==> src/rtl/mem_req_arbiter.sv <==
// Shares one memory request port between I-cache refills, D-cache refills and D-cache write-backs.
// Latency: a request pulse in cycle N issues m_start_rq in cycle N+2 at the earliest; responses route combinationally.
// Backpressure: no issue while m_rqfull is high; one transaction outstanding; requests wait in per-source hold registers.
// Optional feature: define MEM_ARB_RR_EN for round-robin between the two read sources (write-back stays highest).
module mem_req_arbiter #(
  parameter int TMO_W = 16
) (
  input  logic         clk,
  input  logic         rst,
  input  logic         icr_start_rq,
  input  logic [31:0]  ic_rin_addr,
  input  logic         dcr_start_rq,
  input  logic [31:0]  dcr_rin_addr,
  input  logic         dcw_start_rq,
  input  logic [31:0]  dcw_in_addr,
  input  logic [15:0]  dcw_in_mask,
  input  logic [127:0] dcw_in_data,
  output logic         m_start_rq,
  output logic         m_wr,
  output logic [31:0]  m_addr,
  output logic [15:0]  m_mask,
  output logic [127:0] m_wdata,
  input  logic         m_rqfull,
  input  logic         m_rdat_valid,
  input  logic [127:0] m_rdat_data,
  input  logic         m_finish_mrd,
  input  logic         m_finish_wresp,
  output logic         ic_rdat_m_valid,
  output logic         ic_finish_mrd,
  output logic         rdat_m_valid,
  output logic         finish_mrd,
  output logic [127:0] rdat_m_data,
  output logic         dcw_finish_wresp,
  output logic         arb_busy,
  output logic [1:0]   arb_owner,
  output logic         req_overrun,
  output logic         arb_timeout
);

  typedef enum logic [1:0] {ST_IDLE = 2'd0, ST_WAIT_RD = 2'd1, ST_WAIT_WR = 2'd2} state_t;

  localparam logic [1:0] OWN_NONE = 2'd0;
  localparam logic [1:0] OWN_IR   = 2'd1;
  localparam logic [1:0] OWN_DR   = 2'd2;
  localparam logic [1:0] OWN_DW   = 2'd3;

  state_t             state_q, state_d;
  logic               pend_ir_q, pend_ir_d;
  logic               pend_dr_q, pend_dr_d;
  logic               pend_dw_q, pend_dw_d;
  logic [31:0]        hold_ir_addr_q, hold_ir_addr_d;
  logic [31:0]        hold_dr_addr_q, hold_dr_addr_d;
  logic [31:0]        hold_dw_addr_q, hold_dw_addr_d;
  logic [15:0]        hold_dw_mask_q, hold_dw_mask_d;
  logic [127:0]       hold_dw_data_q, hold_dw_data_d;
  logic               m_start_rq_q, m_start_rq_d;
  logic               m_wr_q, m_wr_d;
  logic [31:0]        m_addr_q, m_addr_d;
  logic [15:0]        m_mask_q, m_mask_d;
  logic [127:0]       m_wdata_q, m_wdata_d;
  logic [1:0]         owner_q, owner_d;
  logic               overrun_q, overrun_d;
  logic               timeout_q, timeout_d;
  logic [TMO_W-1:0]   tmo_cnt_q, tmo_cnt_d;
  logic [TMO_W-1:0]   tmo_cnt_inc;
  logic               gnt_ir, gnt_dr, gnt_dw;
`ifdef MEM_ARB_RR_EN
  logic               last_rd_q, last_rd_d;  // 0 = IR was the last read granted, 1 = DR
`endif

  // Winner selection: only from IDLE with memory ready; write-back always first.
  always_comb begin
    gnt_ir = 1'b0;
    gnt_dr = 1'b0;
    gnt_dw = 1'b0;
    if (state_q == ST_IDLE && !m_rqfull) begin
      if (pend_dw_q) begin
        gnt_dw = 1'b1;
`ifdef MEM_ARB_RR_EN
      end else if (pend_dr_q && pend_ir_q) begin
        gnt_dr = !last_rd_q;
        gnt_ir = last_rd_q;
`endif
      end else if (pend_dr_q) begin
        gnt_dr = 1'b1;
      end else if (pend_ir_q) begin
        gnt_ir = 1'b1;
      end
    end
  end

  // Saturating increment so the timeout counter never wraps.
  assign tmo_cnt_inc = (tmo_cnt_q == {TMO_W{1'b1}}) ? tmo_cnt_q : tmo_cnt_q + 1'b1;

  // Request capture: a new pulse beats a same-cycle grant; a pulse onto an ungranted pending slot is an overrun.
  always_comb begin
    pend_ir_d      = pend_ir_q;
    pend_dr_d      = pend_dr_q;
    pend_dw_d      = pend_dw_q;
    hold_ir_addr_d = hold_ir_addr_q;
    hold_dr_addr_d = hold_dr_addr_q;
    hold_dw_addr_d = hold_dw_addr_q;
    hold_dw_mask_d = hold_dw_mask_q;
    hold_dw_data_d = hold_dw_data_q;
    overrun_d      = overrun_q;
    if (gnt_ir) pend_ir_d = 1'b0;
    if (gnt_dr) pend_dr_d = 1'b0;
    if (gnt_dw) pend_dw_d = 1'b0;
    if (icr_start_rq) begin
      pend_ir_d      = 1'b1;
      hold_ir_addr_d = ic_rin_addr;
      if (pend_ir_q && !gnt_ir) overrun_d = 1'b1;
    end
    if (dcr_start_rq) begin
      pend_dr_d      = 1'b1;
      hold_dr_addr_d = dcr_rin_addr;
      if (pend_dr_q && !gnt_dr) overrun_d = 1'b1;
    end
    if (dcw_start_rq) begin
      pend_dw_d      = 1'b1;
      hold_dw_addr_d = dcw_in_addr;
      hold_dw_mask_d = dcw_in_mask;
      hold_dw_data_d = dcw_in_data;
      if (pend_dw_q && !gnt_dw) overrun_d = 1'b1;
    end
  end

  // Transaction FSM: issue from IDLE, wait for completion or timeout, then return to IDLE.
  always_comb begin
    state_d      = state_q;
    m_start_rq_d = 1'b0;
    m_wr_d       = m_wr_q;
    m_addr_d     = m_addr_q;
    m_mask_d     = m_mask_q;
    m_wdata_d    = m_wdata_q;
    owner_d      = owner_q;
    timeout_d    = timeout_q;
    tmo_cnt_d    = tmo_cnt_q;
`ifdef MEM_ARB_RR_EN
    last_rd_d    = last_rd_q;
`endif
    case (state_q)
      ST_IDLE: begin
        if (gnt_dw) begin
          state_d      = ST_WAIT_WR;
          m_start_rq_d = 1'b1;
          m_wr_d       = 1'b1;
          m_addr_d     = hold_dw_addr_q;
          m_mask_d     = hold_dw_mask_q;
          m_wdata_d    = hold_dw_data_q;
          owner_d      = OWN_DW;
          tmo_cnt_d    = '0;
        end else if (gnt_dr || gnt_ir) begin
          state_d      = ST_WAIT_RD;
          m_start_rq_d = 1'b1;
          m_wr_d       = 1'b0;
          m_addr_d     = gnt_dr ? hold_dr_addr_q : hold_ir_addr_q;
          m_mask_d     = 16'hffff;
          m_wdata_d    = '0;
          owner_d      = gnt_dr ? OWN_DR : OWN_IR;
          tmo_cnt_d    = '0;
`ifdef MEM_ARB_RR_EN
          last_rd_d    = gnt_dr;
`endif
        end
      end
      ST_WAIT_RD, ST_WAIT_WR: begin
        if ((state_q == ST_WAIT_RD && m_finish_mrd) ||
            (state_q == ST_WAIT_WR && m_finish_wresp)) begin
          state_d = ST_IDLE;
          owner_d = OWN_NONE;
        end else begin
          tmo_cnt_d = tmo_cnt_inc;
          if (tmo_cnt_inc == {TMO_W{1'b1}}) begin
            state_d   = ST_IDLE;
            owner_d   = OWN_NONE;
            timeout_d = 1'b1;
          end
        end
      end
      default: begin
        state_d = ST_IDLE;
        owner_d = OWN_NONE;
      end
    endcase
  end

  // State registers; reset abandons any transaction in flight.
  always_ff @(posedge clk or posedge rst) begin
    if (rst) begin
      state_q        <= ST_IDLE;
      pend_ir_q      <= 1'b0;
      pend_dr_q      <= 1'b0;
      pend_dw_q      <= 1'b0;
      hold_ir_addr_q <= '0;
      hold_dr_addr_q <= '0;
      hold_dw_addr_q <= '0;
      hold_dw_mask_q <= '0;
      hold_dw_data_q <= '0;
      m_start_rq_q   <= 1'b0;
      m_wr_q         <= 1'b0;
      m_addr_q       <= '0;
      m_mask_q       <= '0;
      m_wdata_q      <= '0;
      owner_q        <= OWN_NONE;
      overrun_q      <= 1'b0;
      timeout_q      <= 1'b0;
      tmo_cnt_q      <= '0;
`ifdef MEM_ARB_RR_EN
      last_rd_q      <= 1'b0;
`endif
    end else begin
      state_q        <= state_d;
      pend_ir_q      <= pend_ir_d;
      pend_dr_q      <= pend_dr_d;
      pend_dw_q      <= pend_dw_d;
      hold_ir_addr_q <= hold_ir_addr_d;
      hold_dr_addr_q <= hold_dr_addr_d;
      hold_dw_addr_q <= hold_dw_addr_d;
      hold_dw_mask_q <= hold_dw_mask_d;
      hold_dw_data_q <= hold_dw_data_d;
      m_start_rq_q   <= m_start_rq_d;
      m_wr_q         <= m_wr_d;
      m_addr_q       <= m_addr_d;
      m_mask_q       <= m_mask_d;
      m_wdata_q      <= m_wdata_d;
      owner_q        <= owner_d;
      overrun_q      <= overrun_d;
      timeout_q      <= timeout_d;
      tmo_cnt_q      <= tmo_cnt_d;
`ifdef MEM_ARB_RR_EN
      last_rd_q      <= last_rd_d;
`endif
    end
  end

  assign m_start_rq       = m_start_rq_q;
  assign m_wr             = m_wr_q;
  assign m_addr           = m_addr_q;
  assign m_mask           = m_mask_q;
  assign m_wdata          = m_wdata_q;
  assign arb_owner        = owner_q;
  assign arb_busy         = (state_q != ST_IDLE);
  assign req_overrun      = overrun_q;
  assign arb_timeout      = timeout_q;
  // Owner-gated response routing; owner is NONE whenever nothing is outstanding.
  assign ic_rdat_m_valid  = m_rdat_valid   && (owner_q == OWN_IR);
  assign ic_finish_mrd    = m_finish_mrd   && (owner_q == OWN_IR);
  assign rdat_m_valid     = m_rdat_valid   && (owner_q == OWN_DR);
  assign finish_mrd       = m_finish_mrd   && (owner_q == OWN_DR);
  assign dcw_finish_wresp = m_finish_wresp && (owner_q == OWN_DW);
  assign rdat_m_data      = m_rdat_data;

endmodule

==> config.mk <==
export PLATFORM = sky130hd
export DESIGN_NAME = mem_req_arbiter
export DESIGN_NICKNAME = d
export VERILOG_FILES = /design/src/rtl/mem_req_arbiter.sv
export SDC_FILE = /design/constraint.sdc
export NUM_CORES = 1
export LEC_CHECK = 0
export BUFFER_PORTS_ARGS = -buffer_cell sky130_fd_sc_hd__buf_2
export CAP_MARGIN = 20
export CORE_AREA = 5 5 268 270
export CTS_BUF_LIST = sky130_fd_sc_hd__clkbuf_8
export DETAILED_ROUTE_END_ITERATION = 8
export DIE_AREA = 0 0 273 275
export SYNTH_ARGS = -nofsm -noshare
export SYNTH_HDL_FRONTEND = slang
export SYNTH_SLANG_ARGS = --single-unit
==> constraint.sdc <==
create_clock -name clk -period 19.4 [get_ports clk]
set_input_delay 1.94 -clock clk [delete_from_list [all_inputs] [get_ports clk]]
set_output_delay 1.94 -clock clk [all_outputs]
set_load 0.01 [all_outputs]
==> impl_metrics.csv, run 1 <==
group,metric,value,unit
worst_setup_path,r2r_setup_slack,16.22,ns
hold_path,timing.hold.worst_path_depth,1,
yosys,synth.yosys.seq_area_share,60.9,%
yosys,synthFlopType,"sky130_fd_sc_hd__dfrtp_1",
route,total_wire_length,51.6,mm
power_and_ir_drop,power_frac_clock,29.9,%
yosys,post_synth_num_cell_types,53,
power_and_ir_drop,total_leakage_power,0.0103,µW
worst_setup_path,setup.worst_path.class,"primary input to output pin",
clocking,cts_tree,"yes",
yosys,yosysWarningCount,0,
route,wl_met2,26.0,mm
yosys,synth.most_common_cell,"sky130_fd_sc_hd__dfrtp_1",
placed_design,portBuffers,436,
power_and_ir_drop,net-switching-power,1030,µW
yosys,post-synth-top-area-cell,"sky130_fd_sc_hd__dfrtp_1",
clocking,cts_resized,0,
hold_path,whs_endpoint,"m_wdata[64]$_DFFE_PP0P_",
floorplanning,num_io_pins,693,
sta,finalCritPeriodShare,22.3,%
hold_path,hold_path_startpoint,"hold_dw_data_q[64]$_DFFE_PP0P_",
power_and_ir_drop,pwr_density_cell,138,nW/µm²
route,post_drt_wl_per_cell,19.3,µm
floorplanning,die_wd,273,µm
global_routing,antenna_found_initial,7,
global_routing,grt_pass1_vias,13100,
worst_setup_path,cp_max_fo,3,
floorplanning,dieHeight,275,µm
placed_design,place_inst,2516,
clocking,hold_buffers,0,
worst_setup_path,timing.rr.start,"state_q[0]$_DFFE_PP0P_",
cells_and_area,finish.cell_count_without_fillers,2668,
sta,fin_max_slew_vios,0,
worst_setup_path,r2r_end,"m_wdata[78]$_DFFE_PP0P_",
flow_run,number_of_maximum_capacitance_constraint_violations,0,
global_routing,global_route_wire_length_before_repair,77.4,mm
placed_design,routabilityCongestion,0.811,
floorplanning,initial_utilization,26.2,%
yosys,number_of_enable_flip_flop_cells_after_synthesis,0,
yosys,synth_async_sr_flop_share,100,%
route,drt_iter0_markers,799,
clocking,tritoncts_num_sinks,443,
route,vias_cell,4.56,
clocking,postCtsSetupBuffers,0,
placed_design,dpl.hpwl,35.1,mm
sta,final-setup-viol-count,0,
route,drc_errors,0,
yosys,share_of_the_synthesized_area_in_the_top_cell_type,60.9,%
cells_and_area,final_design_area_no_fill,22100,µm²
yosys,postSynthAreaPerCell,13.5,µm²
cells_and_area,post_route_cells_drive_above_1_share,47.6,%
cells_and_area,num-fill-cells,7028,
route,wl_met3,4.10,mm
yosys,synth_commonest_cells,"sky130_fd_sc_hd__dfrtp_1, sky130_fd_sc_hd__mux2_2, sky130_fd_sc_hd__buf_4",
route,top_layer_used,"met5",
power_and_ir_drop,seq_power_share,42.3,%
sta,finalClockSkew,0.0296,ns
clocking,cts_inserted_buffers,78,
global_routing,grt_remaining_overflow,0,
route,dr.pass1.iters,5,
clocking,cts_htree_levels,3,
clocking,max-clock-path-buffers,3,
worst_setup_path,depth_of_the_most_critical_reg_to_reg_path,9,
yosys,syn_nets,1726,
worst_setup_path,worst_ep_required_time,17.46,ns
status,outcome,"completed",
floorplanning,floorplan.core_area,69300,µm²
worst_setup_path,end_kind,"output pin",
hold_path,hold_path.class,"flop to flop",
sta,setup_repair_after_global_routing_missed_its_margin,"false",
cells_and_area,fin_util,31.9,%
global_routing,gr-usage-all-layers,13.1,%
power_and_ir_drop,cell_internal_pwr,2030,µW
sta,timing_hold_violations_final,0,
floorplanning,design.die.area,75100,µm²
yosys,synth_seq_cells,443,
sta,fmax,231,MHz
placed_design,post_detailed_placement_cell_area,20400,µm²
power_and_ir_drop,ir_worst_vdd,73.6,µV
sta,tns,0,ns
global_routing,grt_start_max_net_pins,176,
power_and_ir_drop,power.combinational.fraction,27.8,%
yosys,netlist_instances,1345,
power_and_ir_drop,power.switching_fraction,33.5,%
cells_and_area,num-nets-final,2039,
route,drt.antenna.violating_nets,0,
yosys,synth.cell_area,18200,µm²
cells_and_area,layout-area-overhead-vs-synth,21.5,%
floorplanning,num_rows,97,
yosys,synthTopCellsByArea,"sky130_fd_sc_hd__dfrtp_1, sky130_fd_sc_hd__mux2_2, sky130_fd_sc_hd__a22o_1, sky130_fd_sc_hd__buf_4, sky130_fd_sc_hd__clkbuf_1",
sta,post-route-min-period,4.33,ns
sta,tightestPinTransition,1.10,ns
worst_setup_path,timing.critical_path.from_type,"primary input",
worst_setup_path,critPathArrivalTime,2.39,ns
worst_setup_path,worstSetupStartpoint,"m_finish_mrd",
clocking,cts-root-buf,"sky130_fd_sc_hd__clkbuf_8",
clocking,clkLatencyLatePin,0.65,ns
sta,worst_slew_margin_rel,26.3,%
clocking,clkTransAtPathRegs,0.07,ns
route,m1WireLength,18.8,mm
route,route.vias.total,12200,
final cells by class:
type / instances / area [µm²] / share of cell area, %
multi-input combinational: 676 / 5770 / 26.1
antenna: 5 / 12.5 / 0.0566
sequential: 443 / 11100 / 50.1
clock buffer: 93 / 1280 / 5.79
inverter: 9 / 41.3 / 0.187
tap: 940 / 1180 / 5.32
clock inverter: 52 / 399 / 1.81
timing repair buffer: 450 / 2350 / 10.6
stage by stage:
| step | setup slack [ns] | hold WS (ns) | total power (µW) |
|---|---|---|---|
| floorplan | 5.12 | 0.469 | 1810 |
| CTS | 15.06 | 0.474 | 3110 |
| finish | 15.07 | 0.471 | 3060 |
| global route | 15.04 | 0.491 | 3250 |
| detailed placement | 14.62 | 0.460 | 2170 |
| global placement | 14.67 | 0.455 | 2150 |
layout by cell type, fill, tap and decap left out, types with 8 or more instances in the layout:
cell type and count:
sky130_fd_sc_hd__buf_4 11, sky130_fd_sc_hd__o21ai_0 15, sky130_fd_sc_hd__a22oi_1 34, sky130_fd_sc_hd__a31oi_1 39
sky130_fd_sc_hd__o31ai_1 8, sky130_fd_sc_hd__a21oi_1 9, sky130_fd_sc_hd__clkbuf_8 93, sky130_fd_sc_hd__nand2_1 57
sky130_fd_sc_hd__mux2_2 240, sky130_fd_sc_hd__dfrtp_1 443, sky130_fd_sc_hd__nor2_1 43, sky130_fd_sc_hd__o22a_1 17
sky130_fd_sc_hd__buf_2 435, sky130_fd_sc_hd__inv_1 39, sky130_fd_sc_hd__a22o_1 129
how the worst max path moves through the flow:
stage | slack, ns | endpoint
CTS | 15.06 | finish_mrd
detailed placement | 14.62 | hold_dw_data_q[113]$_DFFE_PP0P_
global route | 15.04 | finish_mrd
finish | 15.07 | finish_mrd
global placement | 14.67 | hold_dw_data_q[86]$_DFFE_PP0P_
floorplan | 5.12 | arb_owner[0]$_DFFE_PP0P_
flip-flops by register name, summed over array words and instances, names as in the netlist, 2 cells and up:
name and cells:
hold_dw_addr_q 32, hold_dw_data_q 128, m_mask 16, m_wdata 128, hold_dr_addr_q 32, tmo_cnt_q 16, m_addr 32, hold_dw_mask_q 16
state_q 2, hold_ir_addr_q 32, arb_owner 2
power by group through the flow:
stage | clock [µW] | sequential (µW) | combinational, µW
floorplan | 0 | 1360 | 453
global placement | 0 | 1300 | 842
detailed placement | 0 | 1300 | 862
CTS | 954 | 1290 | 862
global route | 995 | 1320 | 929
finish | 912 | 1290 | 850
metal layers:
layer,vias up,GRT usage (%)
met5,-,0.321
met3,182,4.50
met4,2,7.27
li1,5395,-
met2,489,22.1
met1,6085,14.5
critical path, cell delays in order:
cell                      delay, ns
sky130_fd_sc_hd__buf_2         0.10
sky130_fd_sc_hd__nor3b_1       0.19
sky130_fd_sc_hd__buf_2         0.16
cells by family (layout without fill, tap and decap cells):
group | count (synthesis) | in the layout | synth area share, %
AOI/OAI and AO/OA | 275 | 275 | 12.0
xor gates and xnor gates | 1 | 1 | 0.0482
adders and majority gates | 4 | 4 | 0.275
buffers and inverters | 226 | 604 | 7.44
DFF | 443 | 443 | 60.9
muxes | 245 | 245 | 15.1
other | 0 | 5 | 0
and+or+nand+nor | 151 | 151 | 4.16
Note: power is estimated with default switching activity, not from simulation.
==> run 2: changes to the inputs <==
==> constraint.sdc (replaced) <==
create_clock -name clk -period 4.16 [get_ports clk]
set_input_delay 0.416 -clock clk [delete_from_list [all_inputs] [get_ports clk]]
set_output_delay 0.416 -clock clk [all_outputs]
set_load 0.01 [all_outputs]
==> run 2 against run 1 <==
Setup slack got worse by 14 ns. Power grew to 4.7 times the previous value. Final area rose by 11%. Via count rose by 9.9%. Critical path depth is 5 higher. First-iteration DRC count down 15%. Sequential share of layout area fell by 4.8 points. Register-to-register slack worse by 15 ns. Largest cell class unchanged. Largest power group unchanged.
==> impl_metrics.csv, run 2 (synthesized netlist as in run 1, its figures left out) <==
group,metric,value,unit
floorplanning,dieHeight,275,µm
cells_and_area,layout-area-overhead-vs-synth,34.5,%
cells_and_area,sequential_cell_area,11100,µm²
floorplanning,design.die.area,75100,µm²
route,drt.antenna.violating_nets,0,
sta,tightestPinTransition,1.07,ns
cells_and_area,layout.cells.most_common_list,"sky130_fd_sc_hd__dfrtp_1, sky130_fd_sc_hd__buf_2, sky130_fd_sc_hd__dlygate4sd3_1",
clocking,clkTransAtPathRegs,0.06,ns
placed_design,post-place-ws,1.13,ns
sta,timing_hold_violations_final,0,
route,dr.pass1.iters,6,
global_routing,global_route_wire_length_before_repair,83.2,mm
clocking,max-clock-path-buffers,3,
sta,fmax,325,MHz
sta,post-route-min-period,3.08,ns
clocking,tritoncts_num_sinks,443,
power_and_ir_drop,pwr_density_cell,583,nW/µm²
flow_run,number_of_maximum_capacitance_constraint_violations,0,
global_routing,grt_remaining_overflow,0,
route,drt_iter0_markers,681,
worst_setup_path,worst_ep_required_time,4.70,ns
clocking,cts_htree_levels,3,
power_and_ir_drop,total_leakage_power,0.0113,µW
worst_setup_path,path_cells,"ha_1, nand4_2, nor4_1, mux2_1, a2111oi_4, nand4bb_2, a21boi_4, mux2i_1",
cells_and_area,post_route_cells_drive_above_1_share,42.0,%
worst_setup_path,timing.critical_path.slowest_cell_delay,0.51,ns
sta,postLayoutSetupSlackWorst,1.08,ns
placed_design,post_detailed_placement_cell_area,20500,µm²
global_routing,gr-usage-all-layers,14.0,%
global_routing,antenna_found_initial,3,
hold_path,hold_path.class,"primary input to flop",
floorplanning,num_rows,97,
clocking,cts-root-buf,"sky130_fd_sc_hd__clkbuf_8",
placed_design,portBuffers,436,
clocking,cts_tree,"yes",
worst_setup_path,crit_slowest_cell,"sky130_fd_sc_hd__dfrtp_1",
placed_design,place_inst,2522,
floorplanning,num_io_pins,693,
floorplanning,initial_utilization,26.2,%
global_routing,grt_start_max_net_pins,130,
floorplanning,die_wd,273,µm
route,route.vias.total,13400,
clocking,clkLatencyLatePin,0.66,ns
sta,final-setup-viol-count,0,
route,drc_errors,0,
worst_setup_path,end_kind,"flop",
global_routing,grt_pass1_vias,14600,
power_and_ir_drop,ir_worst_vdd,360,µV
floorplanning,floorplan.core_area,69300,µm²
route,vias_cell,4.60,
cells_and_area,num-nets-final,2284,
placed_design,routabilityCongestion,0.822,
sta,finalCritPeriodShare,73.9,%
worst_setup_path,critPathArrivalTime,3.62,ns
cells_and_area,multi_input_area,5770,µm²
cells_and_area,final_design_area_no_fill,24500,µm²
sta,finalClockSkew,0.0211,ns
power_and_ir_drop,p_total,14300,µW
worst_setup_path,cp_max_fo,11,
status,outcome,"completed",
sta,worst_slew_margin_rel,28.3,%
route,total_wire_length,55.0,mm
cells_and_area,most_common_library_cell_in_the_layout_ignoring_fill_and_taps,"sky130_fd_sc_hd__dfrtp_1",
cells_and_area,num-fill-cells,6698,
sta,setup_repair_after_global_routing_missed_its_margin,"false",
route,post_drt_wl_per_cell,19.0,µm
worst_setup_path,timing.critical_path.from_type,"flop",
sta,fin_max_slew_vios,0,
cells_and_area,finish.cell_count_without_fillers,2902,
placed_design,dpl.hpwl,35.7,mm
worst_setup_path,setup.worst_path.class,"flop to flop",
clocking,cts_inserted_buffers,78,
[run 2: changes by cell type in the layout (fill, tap and decap cells not counted), sizes merged]
cell | before | now
inv | 44 | 36
bufinv | 5 | 0
buf | 450 | 454
clkbuf | 93 | 100
clkinv | 8 | 4
dlygate4sd3 | 0 | 241
diode | 5 | 4
[run 2: worst max-delay path, delay by kind of cell (launching register included)]
kind / cells / cell delay (ns)
adders and majority gates: 1 / 0.48
AOI/OAI and AO/OA: 2 / 0.56
and+or+nand+nor: 3 / 0.79
muxes: 2 / 0.62
DFF: 1 / 0.51
[run 2: cell type report]
| cell class | count | area share [%] |
|---|---|---|
| antenna | 4 | 0.0409 |
| clock buffer | 100 | 5.62 |
| clock inverter | 35 | 0.747 |
| inverter | 9 | 0.153 |
| multi-input combinational | 676 | 23.6 |
| sequential | 443 | 45.3 |
| tap | 940 | 4.81 |
| timing repair buffer | 695 | 19.8 |
[run 2: metal layers]
layer,share of wire [%],GRT usage (%)
met1,36,14.8
met2,49,23.5
met3,7.8,4.26
met4,7.3,10.6
met5,0,0
[run 2: final timing paths]
check	startpoint	end	slack [ns]	depth (start not counted)
setup reg to reg	tmo_cnt_q[0]$_DFFE_PP0P_	state_q[1]$_DFFE_PP0P_	1.08	8
min in group asynchronous	rst	tmo_cnt_q[10]$_DFFE_PP0P_	0.47	3
hold / removal	m_finish_wresp	arb_timeout$_DFFE_PP0P_	0.11	4
setup / recovery	tmo_cnt_q[0]$_DFFE_PP0P_	state_q[1]$_DFFE_PP0P_	1.08	8
max in group asynchronous	rst	hold_dw_data_q[70]$_DFFE_PP0P_	2.53	5
hold reg to reg	hold_dw_data_q[65]$_DFFE_PP0P_	m_wdata[65]$_DFFE_PP0P_	0.48	1
[run 2: per-stage QoR]
step	utilization, %	TNS, ns	hold WS (ns)
CTS	35.3	0	0.0127
floorplan	-	-993.74	0.469
finish	35.3	0	0.115
detailed placement	29.6	0	0.473
global placement	29.6	0	0.468
global route	35.3	0	0.0825
[run 2: power by group]
group / internal, µW / leakage [µW] / switching [µW]
logic: 1890 / 0.00509 / 2350
clock network: 2160 / 0.000888 / 1840
registers: 5380 / 0.00530 / 637
total: 9430 / 0.0113 / 4830
[run 2: what timing repair did]
item | in CTS | in global routing
setup buffers | 0 | 0
resized for setup | 0 | 0
hold endpoints to repair | 262 | 0
hold buffers | 241 | 0
==> run 3: changes to the inputs <==
--- a/config.mk
+++ b/config.mk
@@ -7,10 +7,10 @@
 export LEC_CHECK = 0
 export BUFFER_PORTS_ARGS = -buffer_cell sky130_fd_sc_hd__buf_2
 export CAP_MARGIN = 20
-export CORE_AREA = 5 5 268 270
+export CORE_AREA = 5 5 266 268
 export CTS_BUF_LIST = sky130_fd_sc_hd__clkbuf_8
 export DETAILED_ROUTE_END_ITERATION = 8
-export DIE_AREA = 0 0 273 275
+export DIE_AREA = 0 0 271 273
 export SYNTH_ARGS = -nofsm -noshare
 export SYNTH_HDL_FRONTEND = slang
 export SYNTH_SLANG_ARGS = --single-unit
==> constraint.sdc (replaced) <==
create_clock -name clk -period 2.65 [get_ports clk]
set_input_delay 0.265 -clock clk [delete_from_list [all_inputs] [get_ports clk]]
set_output_delay 0.265 -clock clk [all_outputs]
set_load 0.01 [all_outputs]
==> run 3 against run 2 <==
Sequential share of layout area fell by 0.88 points. Power grew 60%. Largest power group unchanged. Core utilization up 1.3 points. Clock skew up 0.027 ns. Die area fell by 1.5%. Critical path type unchanged. Setup slack worse by 0.92 ns. Non-clock buffer count up 54. Sequential power rose by 57%. Final cell count barely moved. Routed wire length is 5.0% higher. Maximum frequency rose by 24%. Via count grew 2.0%.
==> impl_metrics.csv, run 3 (synthesized netlist as in run 1, its figures left out) <==
group,metric,value,unit
status,outcome,"completed",
sta,finalClockSkew,0.0477,ns
route,drt.antenna.violating_nets,0,
worst_setup_path,cpLargestDelayFamily,"multiplexers",
sta,fin_max_slew_vios,0,
worst_setup_path,depth_of_the_most_critical_reg_to_reg_path,8,
hold_path,hold_path_startpoint,"dcw_start_rq",
floorplanning,dieHeight,273,µm
sta,fmax,403,MHz
sta,setup_repair_after_global_routing_missed_its_margin,"false",
worst_setup_path,path_cells,"nand3_4, buf_4, nor4_2, mux2_1, a2111oi_4, nand4bb_2, a21boi_4, mux2i_1",
global_routing,grt_remaining_overflow,0,
cells_and_area,most_common_library_cell_in_the_layout_ignoring_fill_and_taps,"sky130_fd_sc_hd__dfrtp_1",
worst_setup_path,crit_slowest_cell,"sky130_fd_sc_hd__dfrtp_1",
clocking,cts_inserted_buffers,81,
clocking,max-clock-path-buffers,3,
sta,worst_slew_margin_rel,34.2,%
cells_and_area,layout.cells.most_common_list,"sky130_fd_sc_hd__dfrtp_1, sky130_fd_sc_hd__buf_2, sky130_fd_sc_hd__dlygate4sd3_1",
placed_design,portBuffers,436,
flow_run,number_of_maximum_capacitance_constraint_violations,0,
route,dr.pass1.iters,5,
clocking,tritoncts_num_sinks,443,
worst_setup_path,r2r_end,"state_q[1]$_DFFE_PP0P_",
route,total_wire_length,57.7,mm
power_and_ir_drop,ir_worst_vdd,486,µV
placed_design,dpl.hpwl,39.0,mm
worst_setup_path,setup.worst_path.class,"flop to flop",
clocking,cts-root-buf,"sky130_fd_sc_hd__clkbuf_8",
cells_and_area,num-nets-final,2341,
worst_setup_path,worst_ep_required_time,3.16,ns
route,drc_errors,0,
hold_path,hold_path.class,"primary input to flop",
hold_path,whs_endpoint,"hold_dw_data_q[109]$_DFFE_PP0P_",
route,drt_iter0_markers,774,
placed_design,routabilityCongestion,0.844,
power_and_ir_drop,total_leakage_power,0.0116,µW
clocking,clkLatencyLatePin,0.65,ns
worst_setup_path,worstSetupStartpoint,"tmo_cnt_q[7]$_DFFE_PP0P_",
sta,timing_hold_violations_final,0,
power_and_ir_drop,pwr_density_cell,914,nW/µm²
clocking,postCtsSetupBuffers,0,
sta,post-route-min-period,2.48,ns
global_routing,grt_start_max_net_pins,88,
clocking,cts_htree_levels,3,
worst_setup_path,timing.critical_path.slowest_cell_delay,0.43,ns
clocking,cts_tree,"yes",
sta,tns,0,ns
worst_setup_path,critPathArrivalTime,2.99,ns
hold_path,timing.hold.worst_path_depth,2,
global_routing,global_route_wire_length_before_repair,88.3,mm
worst_setup_path,cp_max_fo,13,
floorplanning,floorplan.core_area,68100,µm²
placed_design,post-place-ws,0.123,ns
floorplanning,initial_utilization,26.7,%
floorplanning,design.die.area,74000,µm²
cells_and_area,layout-area-overhead-vs-synth,37.2,%
sta,finalCritPeriodShare,93.6,%
route,post_drt_wl_per_cell,19.9,µm
floorplanning,die_wd,271,µm
global_routing,gr-usage-all-layers,15.0,%
global_routing,antenna_found_initial,3,
worst_setup_path,cp_num_buf_inv,1,
sta,tightestPinTransition,0.987,ns
global_routing,grt_pass1_vias,15100,
worst_setup_path,r2r_setup_slack,0.17,ns
sta,postLayoutSetupSlackWorst,0.169,ns
route,route.vias.total,13600,
worst_setup_path,timing.rr.start,"tmo_cnt_q[7]$_DFFE_PP0P_",
route,vias_cell,4.70,
floorplanning,num_rows,96,
cells_and_area,post_route_cells_drive_above_1_share,43.4,%
sta,final-setup-viol-count,0,
clocking,clkTransAtPathRegs,0.07,ns
worst_setup_path,end_kind,"flop",
floorplanning,num_io_pins,693,
worst_setup_path,timing.critical_path.from_type,"flop",
-- run 3: cell count changes in the layout (fill, tap and decap cells not counted), sizes merged --
cell,previous run,this run
clkinv,4,8
buf,454,498
diode,4,1
dlygate4sd3,241,251
clkbuf,100,101
-- run 3: routing by layer --
metal  track usage, %  share of wire, %
met5            0.855              0.11
met2             26.1                51
met3             4.31               7.1
met4             8.30               5.4
met1             16.4                37
-- run 3: through the flow --
| step | power, µW | instances | util, % | hold WS (ns) | instance area, µm² |
|---|---|---|---|---|---|
| floorplan | 13200 | 1345 | - | 0.417 | 18200 |
| global placement | 16000 | 2507 | 30.5 | 0.323 | 20800 |
| detailed placement | 16200 | 2507 | 30.5 | 0.319 | 20800 |
| CTS | 23100 | 2898 | 36.6 | 0.103 | 24900 |
| global route | 24200 | 2900 | 36.6 | 0.121 | 25000 |
| finish | 22800 | 2900 | 36.6 | 0.193 | 25000 |
-- run 3: power breakdown --
part           internal [µW]  switching (µW)
Sequential              8440            1000
Clock                   3470            2960
Combinational           3140            3800
Total                  15100            7760
-- run 3: layout make-up --
class	count	area, µm²
Tap cell	882	1100
Timing Repair Buffer	749	5330
Clock inverter	39	226
Multi-Input combinational cell	676	5780
Fill cell	6438	43200
Antenna cell	1	2.50
Inverter	9	37.5
Sequential cell	443	11100
Clock buffer	101	1390
-- run 3: worst max-delay path by stage --
| stage | cells after the start | slack (ns) | end |
|---|---|---|---|
| floorplan | 1 | -3.60 | arb_owner[0]$_DFFE_PP0P_ |
| global placement | 8 | 0.15 | state_q[1]$_DFFE_PP0P_ |
| detailed placement | 8 | 0.12 | state_q[1]$_DFFE_PP0P_ |
| CTS | 8 | 0.09 | state_q[1]$_DFFE_PP0P_ |
| global route | 9 | 0.04 | state_q[0]$_DFFE_PP0P_ |
| finish | 8 | 0.17 | state_q[1]$_DFFE_PP0P_ |
-- run 3: repair_timing --
item	4_1_cts	5_1_grt
hold buffers	251	0
gates resized for setup	0	3
setup endpoints to repair	0	4
endpoints found under the hold margin	347	0
